### src/rtl/systolic_drain_if.sv
// Result stream from the systolic drain to the activation writeback path.
// A beat transfers on any rising clock edge where out_valid and out_ready are both high.
// The master holds out_data, out_idx and out_last stable while out_valid & ~out_ready.
// out_valid never drops without a transfer.
interface systolic_drain_if #(
  parameter int IDX_W = 2
);
  logic             out_valid;
  logic             out_ready;
  logic [15:0]      out_data;
  logic [IDX_W-1:0] out_idx;
  logic             out_last;

  modport master (output out_valid, out_data, out_idx, out_last, input out_ready);
  modport slave  (input out_valid, out_data, out_idx, out_last, output out_ready);
endinterface

### src/rtl/systolic_drain.sv
// Captures the N*N PE accumulators/exponents on a done rise and streams them as FP16.
// Each element passes through CONVERT (a one-cycle bubble) and then SEND.
module systolic_drain #(
  parameter int ACC_WIDTH = 32,
  parameter int N         = 2,
  parameter int IDX_W     = 2
) (
  input  logic                     clk,
  input  logic                     rst,
  input  logic                     done,
  input  logic [N*N*ACC_WIDTH-1:0] acc_in,
  input  logic [N*N*5-1:0]         exp_in,
  systolic_drain_if.master         out_bus,
  output logic                     busy,
  output logic                     overrun,
  output logic [1:0]               dbg_state
);
  localparam int NUM = N * N;

  typedef enum logic [1:0] {IDLE = 2'd0, CONVERT = 2'd1, SEND = 2'd2} state_t;

  state_t                 state_q;
  logic                   done_q;
  logic [ACC_WIDTH-1:0]   acc_q [NUM];
  logic [4:0]             exp_q [NUM];
  logic [IDX_W-1:0]       k_q;
  logic                   out_valid_q;
  logic [15:0]            out_data_q;
  logic [IDX_W-1:0]       out_idx_q;
  logic                   out_last_q;
  logic                   busy_q;
  logic                   overrun_q;
  logic                   rise;
  logic [15:0]            conv_d;

  // value = signed(acc) * 2^(exp-25); mantissa truncated, no denormals
  function automatic logic [15:0] to_fp16(input logic [ACC_WIDTH-1:0] acc, input logic [4:0] ex);
    logic                 s;
    logic [ACC_WIDTH-1:0] mag;
    logic [ACC_WIDTH-1:0] norm;
    logic [9:0]           mant;
    int                   p;
    int                   e;
    s    = acc[ACC_WIDTH-1];
    mag  = s ? (~acc + 1'b1) : acc;
    p    = 0;
    for (int i = 0; i < ACC_WIDTH; i++) begin
      if (mag[i]) p = i;
    end
    norm = mag << (ACC_WIDTH - 1 - p);
    mant = norm[ACC_WIDTH-2 -: 10];
    e    = p + int'(ex) - 10;
    if (mag == '0)   return 16'h0000;
    else if (e >= 31) return {s, 5'h1F, 10'h000};
    else if (e <= 0)  return {s, 15'h0000};
    else              return {s, e[4:0], mant};
  endfunction

  assign rise   = done & ~done_q;
  assign conv_d = to_fp16(acc_q[k_q], exp_q[k_q]);

  always_ff @(posedge clk or negedge rst) begin
    if (!rst) begin
      state_q     <= IDLE;
      done_q      <= 1'b0;
      k_q         <= '0;
      out_valid_q <= 1'b0;
      out_data_q  <= 16'h0;
      out_idx_q   <= '0;
      out_last_q  <= 1'b0;
      busy_q      <= 1'b0;
      overrun_q   <= 1'b0;
      for (int i = 0; i < NUM; i++) begin
        acc_q[i] <= '0;
        exp_q[i] <= '0;
      end
    end else begin
      done_q <= done;
      // busy is still high on the edge that accepts the last element
      if (rise && busy_q) overrun_q <= 1'b1;
      case (state_q)
        IDLE: begin
          if (rise) begin
            for (int i = 0; i < NUM; i++) begin
              acc_q[i] <= acc_in[i*ACC_WIDTH +: ACC_WIDTH];
              exp_q[i] <= exp_in[i*5 +: 5];
            end
            k_q     <= '0;
            busy_q  <= 1'b1;
            state_q <= CONVERT;
          end
        end
        CONVERT: begin
          out_data_q  <= conv_d;
          out_idx_q   <= k_q;
          out_last_q  <= (k_q == IDX_W'(NUM - 1));
          out_valid_q <= 1'b1;
          state_q     <= SEND;
        end
        SEND: begin
          if (out_valid_q && out_bus.out_ready) begin
            out_valid_q <= 1'b0;
            if (out_last_q) begin
              busy_q  <= 1'b0;
              state_q <= IDLE;
            end else begin
              k_q     <= k_q + 1'b1;
              state_q <= CONVERT;
            end
          end
        end
        default: state_q <= IDLE;
      endcase
    end
  end

  assign out_bus.out_valid = out_valid_q;
  assign out_bus.out_data  = out_data_q;
  assign out_bus.out_idx   = out_idx_q;
  assign out_bus.out_last  = out_last_q;
  assign busy              = busy_q;
  assign overrun           = overrun_q;
  assign dbg_state         = state_q;
endmodule

### src/flat_wrapper.sv
// flat-port wrapper written by rule: the top's interface ports become plain ports
module systolic_drain_flat 
#(
  parameter int ACC_WIDTH = 32,
  parameter int N         = 2,
  parameter int IDX_W     = 2
)
  (clk, rst, done, acc_in, exp_in, busy, overrun, dbg_state, out_bus_out_valid, out_bus_out_data, out_bus_out_idx, out_bus_out_last, out_bus_out_ready);
  systolic_drain_if #(.IDX_W(IDX_W)) out_bus_i ();
  input  logic clk;
  input  logic rst;
  input  logic done;
  input  logic [N*N*ACC_WIDTH-1:0] acc_in;
  input  logic [N*N*5-1:0] exp_in;
  output logic busy;
  output logic overrun;
  output logic [1:0] dbg_state;
  output wire logic [$bits(out_bus_i.out_valid)-1:0] out_bus_out_valid;
  output wire logic [$bits(out_bus_i.out_data)-1:0] out_bus_out_data;
  output wire logic [$bits(out_bus_i.out_idx)-1:0] out_bus_out_idx;
  output wire logic [$bits(out_bus_i.out_last)-1:0] out_bus_out_last;
  input wire logic [$bits(out_bus_i.out_ready)-1:0] out_bus_out_ready;
  assign out_bus_out_valid = out_bus_i.out_valid;
  assign out_bus_out_data = out_bus_i.out_data;
  assign out_bus_out_idx = out_bus_i.out_idx;
  assign out_bus_out_last = out_bus_i.out_last;
  assign out_bus_i.out_ready = out_bus_out_ready;
  systolic_drain #(.ACC_WIDTH(ACC_WIDTH), .N(N), .IDX_W(IDX_W)) u_core (.clk(clk), .rst(rst), .done(done), .acc_in(acc_in), .exp_in(exp_in), .out_bus(out_bus_i), .busy(busy), .overrun(overrun), .dbg_state(dbg_state));
endmodule
### config.mk
export PLATFORM = sky130hd
export DESIGN_NAME = systolic_drain_flat
export DESIGN_NICKNAME = d
export VERILOG_FILES = /design/src/rtl/systolic_drain_if.sv /design/src/rtl/systolic_drain.sv /design/src/flat_wrapper.sv
export SDC_FILE = /design/constraint.sdc
export NUM_CORES = 1
export LEC_CHECK = 0
export CELL_PAD_IN_SITES_DETAIL_PLACEMENT = 0
export CELL_PAD_IN_SITES_GLOBAL_PLACEMENT = 1
export CORE_ASPECT_RATIO = 0.8
export CORE_MARGIN = 2
export CORE_UTILIZATION = 56
export CTS_CLUSTER_SIZE = 24
export DETAILED_ROUTE_END_ITERATION = 8
export DONT_BUFFER_PORTS = 1
export GPL_TIMING_DRIVEN = 0
export HOLD_SLACK_MARGIN = 0.08
export PLACE_DENSITY_LB_ADDON = 0.1
export SYNTH_ARGS = -nofsm -noshare
export SYNTH_HDL_FRONTEND = slang
export SYNTH_SLANG_ARGS = --single-unit
### constraint.sdc
create_clock -name clk -period 10.5 [get_ports clk]
set_input_delay 0 -clock clk [delete_from_list [all_inputs] [get_ports clk]]
set_output_delay 0 -clock clk [all_outputs]
set_load 0.005 [all_outputs]
* After elaboration in Yosys (flattened, before gate mapping) *
Index checks and enable logic that the tools add are counted.

storage, ports and cells
  register bits after elaboration = 175
  input port bits = 152
  output and inout bits = 24
  word-level logic and storage cells = 103

cells by class
  add/subtract/negate cells = 5
  order comparisons = 3
  equality and inequality tests = 7
  shifts and indexed selects = 1
  muxes and demuxes = 55
  bitwise logic cells = 4
  reduce and logical (&&, ||, !) cells = 11

operators with widths
  operator                                                                               number
  32-bit two-way mux                                                                     33
  32-bit binary-select mux with 2-bit select                                             1
  32-bit by 1-bit adder with 32-bit output (second input constant)                       1
  32-bit by 6-bit adder with 32-bit output                                               1
  32-bit by 6-bit greater-or-equal comparator with 1-bit output (second input constant)  1
  32-bit by 1-bit less-or-equal comparator with 1-bit output (second input constant)     1
  32-bit zero test                                                                       1
  32-bit inverter                                                                        1
  32-bit by 32-bit left shift with 31-bit output                                         1
  32-bit by 5-bit subtractor with 32-bit output (second input constant)                  1
  6-bit by 32-bit subtractor with 32-bit output (first input constant)                   1
  15-bit two-way mux                                                                     2
  16-bit two-way mux                                                                     1
  5-bit binary-select mux with 2-bit select                                              1
  2-bit two-way mux                                                                      5
  5-bit two-way mux                                                                      2
  4-bit AND reduction                                                                    2
  1-bit two-way mux                                                                      6
  2-bit by 1-bit inequality test with 1-bit output (second input constant)               3
  2-bit case mux with 3 select lines                                                     1
  2-bit AND reduction                                                                    3
  2-bit == test (second input constant)                                                  2
  1-bit case mux with 2 select lines                                                     2
  2-bit case mux with 2 select lines                                                     1
  other kinds (10)                                                                       12

* Longest topological paths before layout *
Gate-level depths: netlist of the first run.

  depth after elaboration = 44
  depth in mapped cells = 34

* Least setup slack after synthesis of the first run *
No wires, ideal clock.

  path kind = register to register
  from = reg u_core.k_q[0]
  to = reg u_core.out_data_q[1] (netlist: u_core.out_bus.out_data[1])
  library setup time = 87 ps
  arrival time = 6566 ps
  required time = 10413 ps
  setup slack = 3848 ps
  cell stages (with the launch flop) = 33
  buffers on the path = 6
  period minus slack after synthesis = 6652 ps
  path through = dfrtp_1 buf_6 mux4_1 inv_1 ha_1 clkbuf_1 nor2b_1 nand3_1 a211oi_1 a41oi_1 xor2_1 nor2_1 nand2_1 a2bb2oi_4 and2_4 buf_12 clkinv_8 buf_2 buf_2 ha_1 inv_1 ha_1 fa_1 a21oi_1 nor2b_1 nor2_1 ha_1 nand4b_1 nor4b_2 buf_2 nand3_1 a211o_1 o211ai_1

on the way
  word-level cells in the longest chain between the ends = 44

RTL lines
  item                                                        RTL line               RTL
  start: declaration                                          systolic_drain.sv:26   logic [IDX_W-1:0] k_q;
  start signal: assignment                                    systolic_drain.sv:107  k_q <= k_q + 1'b1;
  2-bit inverter with 3-bit output (implied by the code) *    systolic_drain.sv:60   assign conv_d = to_fp16(acc_q[k_q], exp_q[k_q]);
  32-bit binary-select mux with 2-bit select                  systolic_drain.sv:60
  32-bit two-way mux (implied by the code) (2 in series)      systolic_drain.sv:60
  32-bit inverter                                             systolic_drain.sv:45   mag = s ? (~acc + 1'b1) : acc;
  32-bit by 1-bit adder with 32-bit output                    systolic_drain.sv:45
  32-bit two-way mux                                          systolic_drain.sv:45
  1-bit two-way mux                                           systolic_drain.sv:48   if (mag[i]) p = i;
  32-bit two-way mux (30 in series)                           systolic_drain.sv:48
  32-bit by 6-bit adder with 32-bit output                    systolic_drain.sv:52   e = p + int'(ex) - 10;
  32-bit by 5-bit subtractor with 32-bit output               systolic_drain.sv:52
  32-bit by 1-bit less-or-equal comparator with 1-bit output  systolic_drain.sv:55   else if (e <= 0) return {s, 15'h0000};
  15-bit two-way mux                                          systolic_drain.sv:55
  15-bit two-way mux                                          systolic_drain.sv:54   else if (e >= 31) return {s, 5'h1F, 10'h000};
  16-bit two-way mux *                                        systolic_drain.sv:53   if (mag == '0) return 16'h0000;
  end signal: assignment                                      systolic_drain.sv:94   out_data_q <= conv_d;
  end: declaration                                            systolic_drain.sv:28   logic [15:0] out_data_q;

Mark *: on every way between the ends. The rest lies on a longest branch, timed or not. The select of a mux whose other input is x is not followed.
A chain may end at the register's enable or synchronous reset.

* Final worst setup path of the first run *
  from = reg u_core.k_q[0]
  to = reg u_core.out_data_q[8] (netlist: u_core.out_bus.out_data[8])

The elaborated chain is that of the path after synthesis.

==> results of run 1 <==
metrics by stage:
stage	hold slack, ns	area, µm²	instances	setup WS (ns)	util, %
2_1_floorplan	-0.296	11600	1015	3.85	-
3_3_place_gp	-0.292	11900	1284	2.19	58.3
3_5_place_dp	-0.292	11900	1284	2.23	58.3
4_1_cts	0.144	14100	1468	2.19	68.7
5_1_grt	0.171	14100	1468	1.46	68.7
6_report	0.187	14100	1468	2.00	68.7
per-layer routing:
metal  global-route usage, %  wire length [µm]  vias up  part of all wire [%]
li1                        -                 -     4238                     -
met1                    49.5             15500     4888                    41
met2                    55.5             17700      557                    47
met3                    9.37              3590       88                   9.5
met4                    11.3               945        0                   2.5
met5                       0                 0        -                     0
final cells by class:
class / instances / area (µm²) / share of cell area (%)
Clock inverter: 14 / 163 / 1.16
Tap cell: 269 / 337 / 2.40
Multi-Input combinational cell: 750 / 6630 / 47.2
Clock buffer: 18 / 429 / 3.05
Sequential cell: 175 / 4380 / 31.2
Timing Repair Buffer: 152 / 1540 / 11.0
Buffer: 69 / 480 / 3.42
Inverter: 21 / 91.3 / 0.650
worst paths after layout:
check                                      startpoint  cells past startpoint                                endpoint
max                         u_core.k_q[0]$_DFFE_PN0P_                     33  u_core.out_bus.out_data[8]$_DFFE_PN0P_
min                                              done                      1                 u_core.done_q$_DFF_PN0_
max reg2reg                 u_core.k_q[0]$_DFFE_PN0P_                     33  u_core.out_bus.out_data[8]$_DFFE_PN0P_
min reg2reg                u_core.overrun$_DFFE_PN0P_                      1              u_core.overrun$_DFFE_PN0P_
max in group asynchronous                         rst                      2  u_core.out_bus.out_data[4]$_DFFE_PN0P_
min in group asynchronous                         rst                      2            u_core.acc_q[75]$_DFFE_PN0P_
kinds of logic after synthesis:
kind of cell / after synthesis / share of synthesized area [%]
XOR/XNOR: 40 / 3.15
buffers and inverters: 90 / 4.94
multiplexers: 231 / 25.9
adder cells (fa/ha/maj): 13 / 1.47
AO/OA/AOI/OAI: 222 / 15.0
flip-flops: 175 / 37.8
AND/OR/NAND/NOR: 244 / 11.7
registers in the layout, indices dropped and copies added (netlist names):
| name | cells |
|---|---|
| u_core.acc_q | 128 |
| u_core.exp_q | 20 |
| u_core.out_bus.out_data | 16 |
| u_core.dbg_state | 2 |
| u_core.k_q | 2 |
| u_core.out_bus.out_idx | 2 |
| u_core.busy | 1 |
| u_core.done_q | 1 |
| u_core.out_bus.out_last | 1 |
| u_core.out_bus.out_valid | 1 |
| u_core.overrun | 1 |
worst max-delay path, delay by kind of cell (launching register included):
kind                       cells  cell delay, ns
AOI/OAI and AO/OA              7            1.63
DFF                            1            0.39
and+or+nand+nor                9            2.03
xor gates and xnor gates       1            0.73
buffers and inverters         10            1.83
muxes                          1            0.74
adders and majority gates      5            1.05
cells in the final DEF, fill, tap and decap left out, drive strengths merged, types with 16 or more instances in the layout:
cell / synthesis / final
a31oi: 16 / 16
mux2i: 35 / 35
xor2: 21 / 21
inv: 19 / 27
a21oi: 31 / 31
mux4: 37 / 37
nand3: 21 / 21
o21ai: 44 / 44
nor3: 16 / 16
buf: 42 / 43
mux2: 159 / 159
nand2: 71 / 71
clkbuf: 27 / 45
dlygate4sd3: 0 / 151
dfrtp: 175 / 175
xnor2: 19 / 19
nor2: 57 / 57
o211ai: 19 / 19
synthesized netlist by cell type, types with 6 or more instances:
cell type  count
mux2_2       159
inv_1         18
buf_6         17
xnor2_1       18
mux4_2        28
xor2_1        20
nand4_1        6
mux4_1         7
nor3_1        15
nand2_1       69
a21oi_1       31
buf_2         15
mux2i_1       35
nand3_1       21
a211oi_1      10
a31oi_1       16
ha_1          12
dfrtp_1      175
o21ai_0       36
o31ai_1        6
nor2_1        54
a221oi_1       6
nand2b_1       7
clkbuf_1      27
nor4_1         6
o211ai_1      17
a21o_1         6
==> flow_summary.toml, run 1 <==
[run_status]
outcome = "complete, no violations"

[timing]
tns_ns = 0
max-slew-margin-rel_pct = 42.3
rsz0062_at_grt = "no"
finalHoldViolCount = 0
setup_viol = 0
max_freq_ghz = 0.118
finalClockSkew_ns = 0.0140
slew_viol_final = 0
finalCriticalPeriod_ns = 8.50
period_share_pct = 80.9
tightestPinTransition_ns = 0.863

[placed_design]
gp_congestion = 0.929
dp_hpwl_mm = 24.7
port_buffers = 0

[yosys]
postSynthAreaPerCell_um2 = 11.4
synth-edff-count = 0
yosys-top-cells-area = "dfrtp_1 38%, mux2_2 15%, mux4_2 5.4%"
async_flop_share_pct = 100
synth-seq-cells = 175
yosys.area.top_type = "dfrtp_1"
yosysTopAreaCellShare_pct = 37.8
yosysWarningCount = 0
syn_inst = 1015
synthFlopType = "dfrtp_1"
yosysSeqAreaShare_pct = 37.8
ys_types = 108
synth_fp_nets = 1180
synthesis.area_um2 = 11600

[route]
routed_wl_mm = 37.8
wl_per_cell_um = 25.7
first_pass_iters = 6
drc_errors = 0
drt_iter0_markers = 969
antenna_left = 0
viasPerCell = 6.66
num_vias = 9771

[global_routing]
grt_pass1_vias = 10200
gr-total-overflow = 0
grt_antenna_before_repair = 0
track_usage_pct = 35.8
grt_pass1_wl_mm = 59.2
grt_max_degree = 176

[die]
start_util_pct = 56.6
die-area_um2 = 21900
coreArea_um2 = 20500
die_w_um = 165
io_pins = 176
die_h_um = 133
placementRows = 47

[clocking]
cts_resized = 0
htree_levels = 4
cts_made_buffers = 17
clock_path_buffers = 2
ctsHoldBuffers = 152
clock_sinks = 175
cts_setup_buffers = 0
cts-root-buf = "clkbuf_16"
clk_latency_ns = 0.45
cts.clk_slew.worst_paths_ns = 0.08
cts_tree = "done"

[final_layout]
n_fill_cell = 1467
layout-drive-gt1-share_pct = 26.3
diodes = 0
fin_nets = 1351
syn_to_final_growth_pct = 21.3

[setup_path]
critPathKind = "reg -> reg"
crit_path_end_kind = "flop"
reg2reg_slack_ns = 2.00
critPathMaxStageDelay_ns = 0.74
cpMaxStageDelayCell = "mux4_1"
cp_max_fo = 10
worst_ep_required_time_ns = 10.86
critPathLaunchType = "flop"
crit_top_cell = "ha_1"
arrival_ns = 8.86

[run]
max-cap-violations = 0

[hold_path]
hold_class = "in -> reg"
Power of run 1 is not shown: default switching activity piles up to over one toggle a cycle in this logic, so the estimate is an artifact.
==> inputs of run 2 (changes only) <==
--- a/config.mk
+++ b/config.mk
@@ -5,11 +5,12 @@
 export SDC_FILE = /design/constraint.sdc
 export NUM_CORES = 1
 export LEC_CHECK = 0
+export ABC_AREA = 1
 export CELL_PAD_IN_SITES_DETAIL_PLACEMENT = 0
 export CELL_PAD_IN_SITES_GLOBAL_PLACEMENT = 1
 export CORE_ASPECT_RATIO = 0.8
 export CORE_MARGIN = 2
-export CORE_UTILIZATION = 56
+export CORE_UTILIZATION = 48
 export CTS_CLUSTER_SIZE = 24
 export DETAILED_ROUTE_END_ITERATION = 8
 export DONT_BUFFER_PORTS = 1
==> constraint.sdc (replaced) <==
create_clock -name clk -period 8.2 [get_ports clk]
set_input_delay 0 -clock clk [delete_from_list [all_inputs] [get_ports clk]]
set_output_delay 0 -clock clk [all_outputs]
set_load 0.005 [all_outputs]
==> run 2 against run 1 <==
  * Wire length fell by 17%
  * Critical path type unchanged
  * Clock-buffer cell count did not move
  * Final cell count rose by 14%
  * Die area rose by 5.4%
  * Via count fell by 4.9%
  * Maximum frequency rose by 16%
  * Non-clock buffer count fell by 2
  * Sequential share of layout area rose by 2.7 points
  * Clock skew rose by 0.0012 ns
  * Highest routed layer unchanged
==> flow_summary.toml, run 2 <==
[yosys]
yosys.area.top_type = "dfrtp_1"
async_flop_share_pct = 100
synth_xor_area_share_pct = 2.15
postSynthAreaPerCell_um2 = 8.66
synthFlopType = "dfrtp_1"
ys_types = 49
synthesis.area_um2 = 10500
yosysTopAreaCellShare_pct = 41.8
synth_fp_nets = 1375
yosysWarningCount = 0
yosys-top-cells-area = "dfrtp_1 42%, mux2_2 16%, nand2_1 13%"
yosysSeqAreaShare_pct = 41.8
synth_compound_area_share_pct = 7.34
synth_mux_area_share_pct = 15.6
yosysMostFrequentCell = "nand2_1"
synth-edff-count = 0
synth_top_family_by_area = "simple AND/OR/NAND/NOR gates"
synthAdderAreaFrac_pct = 1.62
synthTopCellsByCount = "350 x nand2_1, 175 x dfrtp_1, 150 x nand3_1, 145 x mux2_2, 52 x nor2_1"
synth-seq-cells = 175
synthSimpleGateAreaFrac_pct = 26.4
syn_inst = 1210

[die]
io_pins = 176
die_w_um = 169
die-area_um2 = 23000
coreArea_um2 = 21500
placementRows = 48
start_util_pct = 48.7
die_h_um = 136

[final_layout]
instances_no_fill = 1669
diodes = 0
fin_nets = 1546
fin_util_pct = 60.2
layout-drive-gt1-share_pct = 19.0
syn_to_final_growth_pct = 23.5
top_register = "u_core.acc_q"
final_common_cell = "nand2_1"
largest_reg_flops = 128
mostFrequentLayoutCells = "350 x nand2_1, 175 x dfrtp_1, 151 x dlygate4sd3_1, 150 x nand3_1, 145 x mux2_2"

[placed_design]
place_inst = 1485
port_buffers = 0
place_ws_ns = 0.961
dp_hpwl_mm = 22.0
gp_congestion = 0.877

[global_routing]
grt_pass1_vias = 9287
grt_pass1_wl_mm = 50.0
grt_antenna_before_repair = 0
grt_max_degree = 176
track_usage_pct = 28.0
gr-total-overflow = 0

[clocking]
clk_latency_ns = 0.45
cts_setup_buffers = 0
cts.clk_slew.worst_paths_ns = 0.08
cts-root-buf = "clkbuf_16"
clock_path_buffers = 2
cts_made_buffers = 17
clock_sinks = 175
htree_levels = 4
cts_tree = "done"

[setup_path]
rr_worst_depth = 44
worst_ep_required_time_ns = 8.58
r2r_start = "u_core.k_q[1]$_DFFE_PN0P_"
cp_max_fo = 10
arrival_ns = 7.72
cpMaxStageDelayCell = "nor4_2"
crit_top_cell = "nand2_1"
crit_path_end_kind = "flop"
worstSetupStartpoint = "u_core.k_q[1]$_DFFE_PN0P_"
r2r_end = "u_core.out_bus.out_data[3]$_DFFE_PN0P_"
critPathLaunchType = "flop"
critPathKind = "reg -> reg"
critPathMaxStageDelay_ns = 0.70
reg2reg_slack_ns = 0.87

[hold_path]
hold_end = "u_core.done_q$_DFF_PN0_"
holdCritStartpoint = "done"
hold_class = "in -> reg"
whs_path_depth = 1

[route]
wl_per_cell_um = 18.9
drt_iter0_markers = 682
antenna_left = 0
drc_errors = 0
first_pass_iters = 5
num_vias = 9295
viasPerCell = 5.57
routed_wl_mm = 31.5

[timing]
finalCriticalPeriod_ns = 7.33
max-slew-margin-rel_pct = 36.3
rsz0062_at_grt = "no"
setup_viol = 0
max_freq_ghz = 0.136
setup_slack_ns = 0.868
period_share_pct = 89.4
finalClockSkew_ns = 0.0152
finalHoldViolCount = 0
slew_viol_final = 0
tightestPinTransition_ns = 0.956
tns_ns = 0

[run_status]
outcome = "complete, no violations"

[run]
max-cap-violations = 0
[run 2: cell types whose count changed after synthesis, sizes merged, moves of 19 or more]
cell and change:
nand2 +286, nand3 +148, mux4 -37, mux2i -35, inv +34, a32o +21
o211ai -19
[run 2: critical path: cells and delay by family, from the launching register on]
kind                       cells  cell delay [ns]
buffers and inverters         10             1.33
DFF                            1             0.57
and+or+nand+nor               27             3.73
xor gates and xnor gates       1             0.33
AOI/OAI and AO/OA              4             0.55
adders and majority gates      2             0.74
[run 2: routing by layer]
| layer | global-route usage [%] | vias to the layer above | wire (µm) |
|---|---|---|---|
| met5 | 0 | - | 0 |
| li1 | - | 4450 | - |
| met3 | 5.24 | 30 | 1970 |
| met4 | 6.65 | 0 | 385 |
| met2 | 45.1 | 304 | 14400 |
| met1 | 39.2 | 4511 | 14700 |
[run 2: area by class of cell]
| class | count | area (µm²) |
|---|---|---|
| fillers | 1888 | 8560 |
| multi-input cells | 914 | 5560 |
| flip-flops and latches | 175 | 4380 |
| repair buffers | 152 | 1540 |
| clock buffers | 18 | 429 |
| well taps | 275 | 344 |
| plain buffers | 67 | 335 |
| inverters | 54 | 203 |
| clock inverters | 14 | 154 |
[run 2: logic make-up after synthesis]
family / Yosys count
fa+ha+maj: 13
simple gates: 612
compound gates: 120
xor+xnor: 24
mux: 145
buf+inv: 121
flops: 175
[run 2: through the flow]
stage	hold WS, ns	cell area, µm²
after floorplan	-0.296	10500
after global placement	-0.291	10800
after detailed placement	-0.290	10800
after CTS	0.122	12900
after global routing	0.142	12900
final	0.146	12900
[run 2: worst max path at each step]
stage	to	slack, ns
final	u_core.out_bus.out_data[3]$_DFFE_PN0P_	0.87
after floorplan	u_core.out_bus.out_data[3]$_DFFE_PN0P_	2.44
after global routing	u_core.out_bus.out_data[1]$_DFFE_PN0P_	0.08
after CTS	u_core.out_bus.out_data[3]$_DFFE_PN0P_	0.94
after global placement	u_core.out_bus.out_data[3]$_DFFE_PN0P_	1.03
after detailed placement	u_core.out_bus.out_data[3]$_DFFE_PN0P_	0.96
[run 2: timing repair]
| action | 4_1_cts | 5_1_grt |
|---|---|---|
| gates resized for setup | 0 | 0 |
| endpoints found under the hold margin | 330 | 0 |
| hold buffers | 152 | 0 |
Power of run 2 is left out for the same reason.
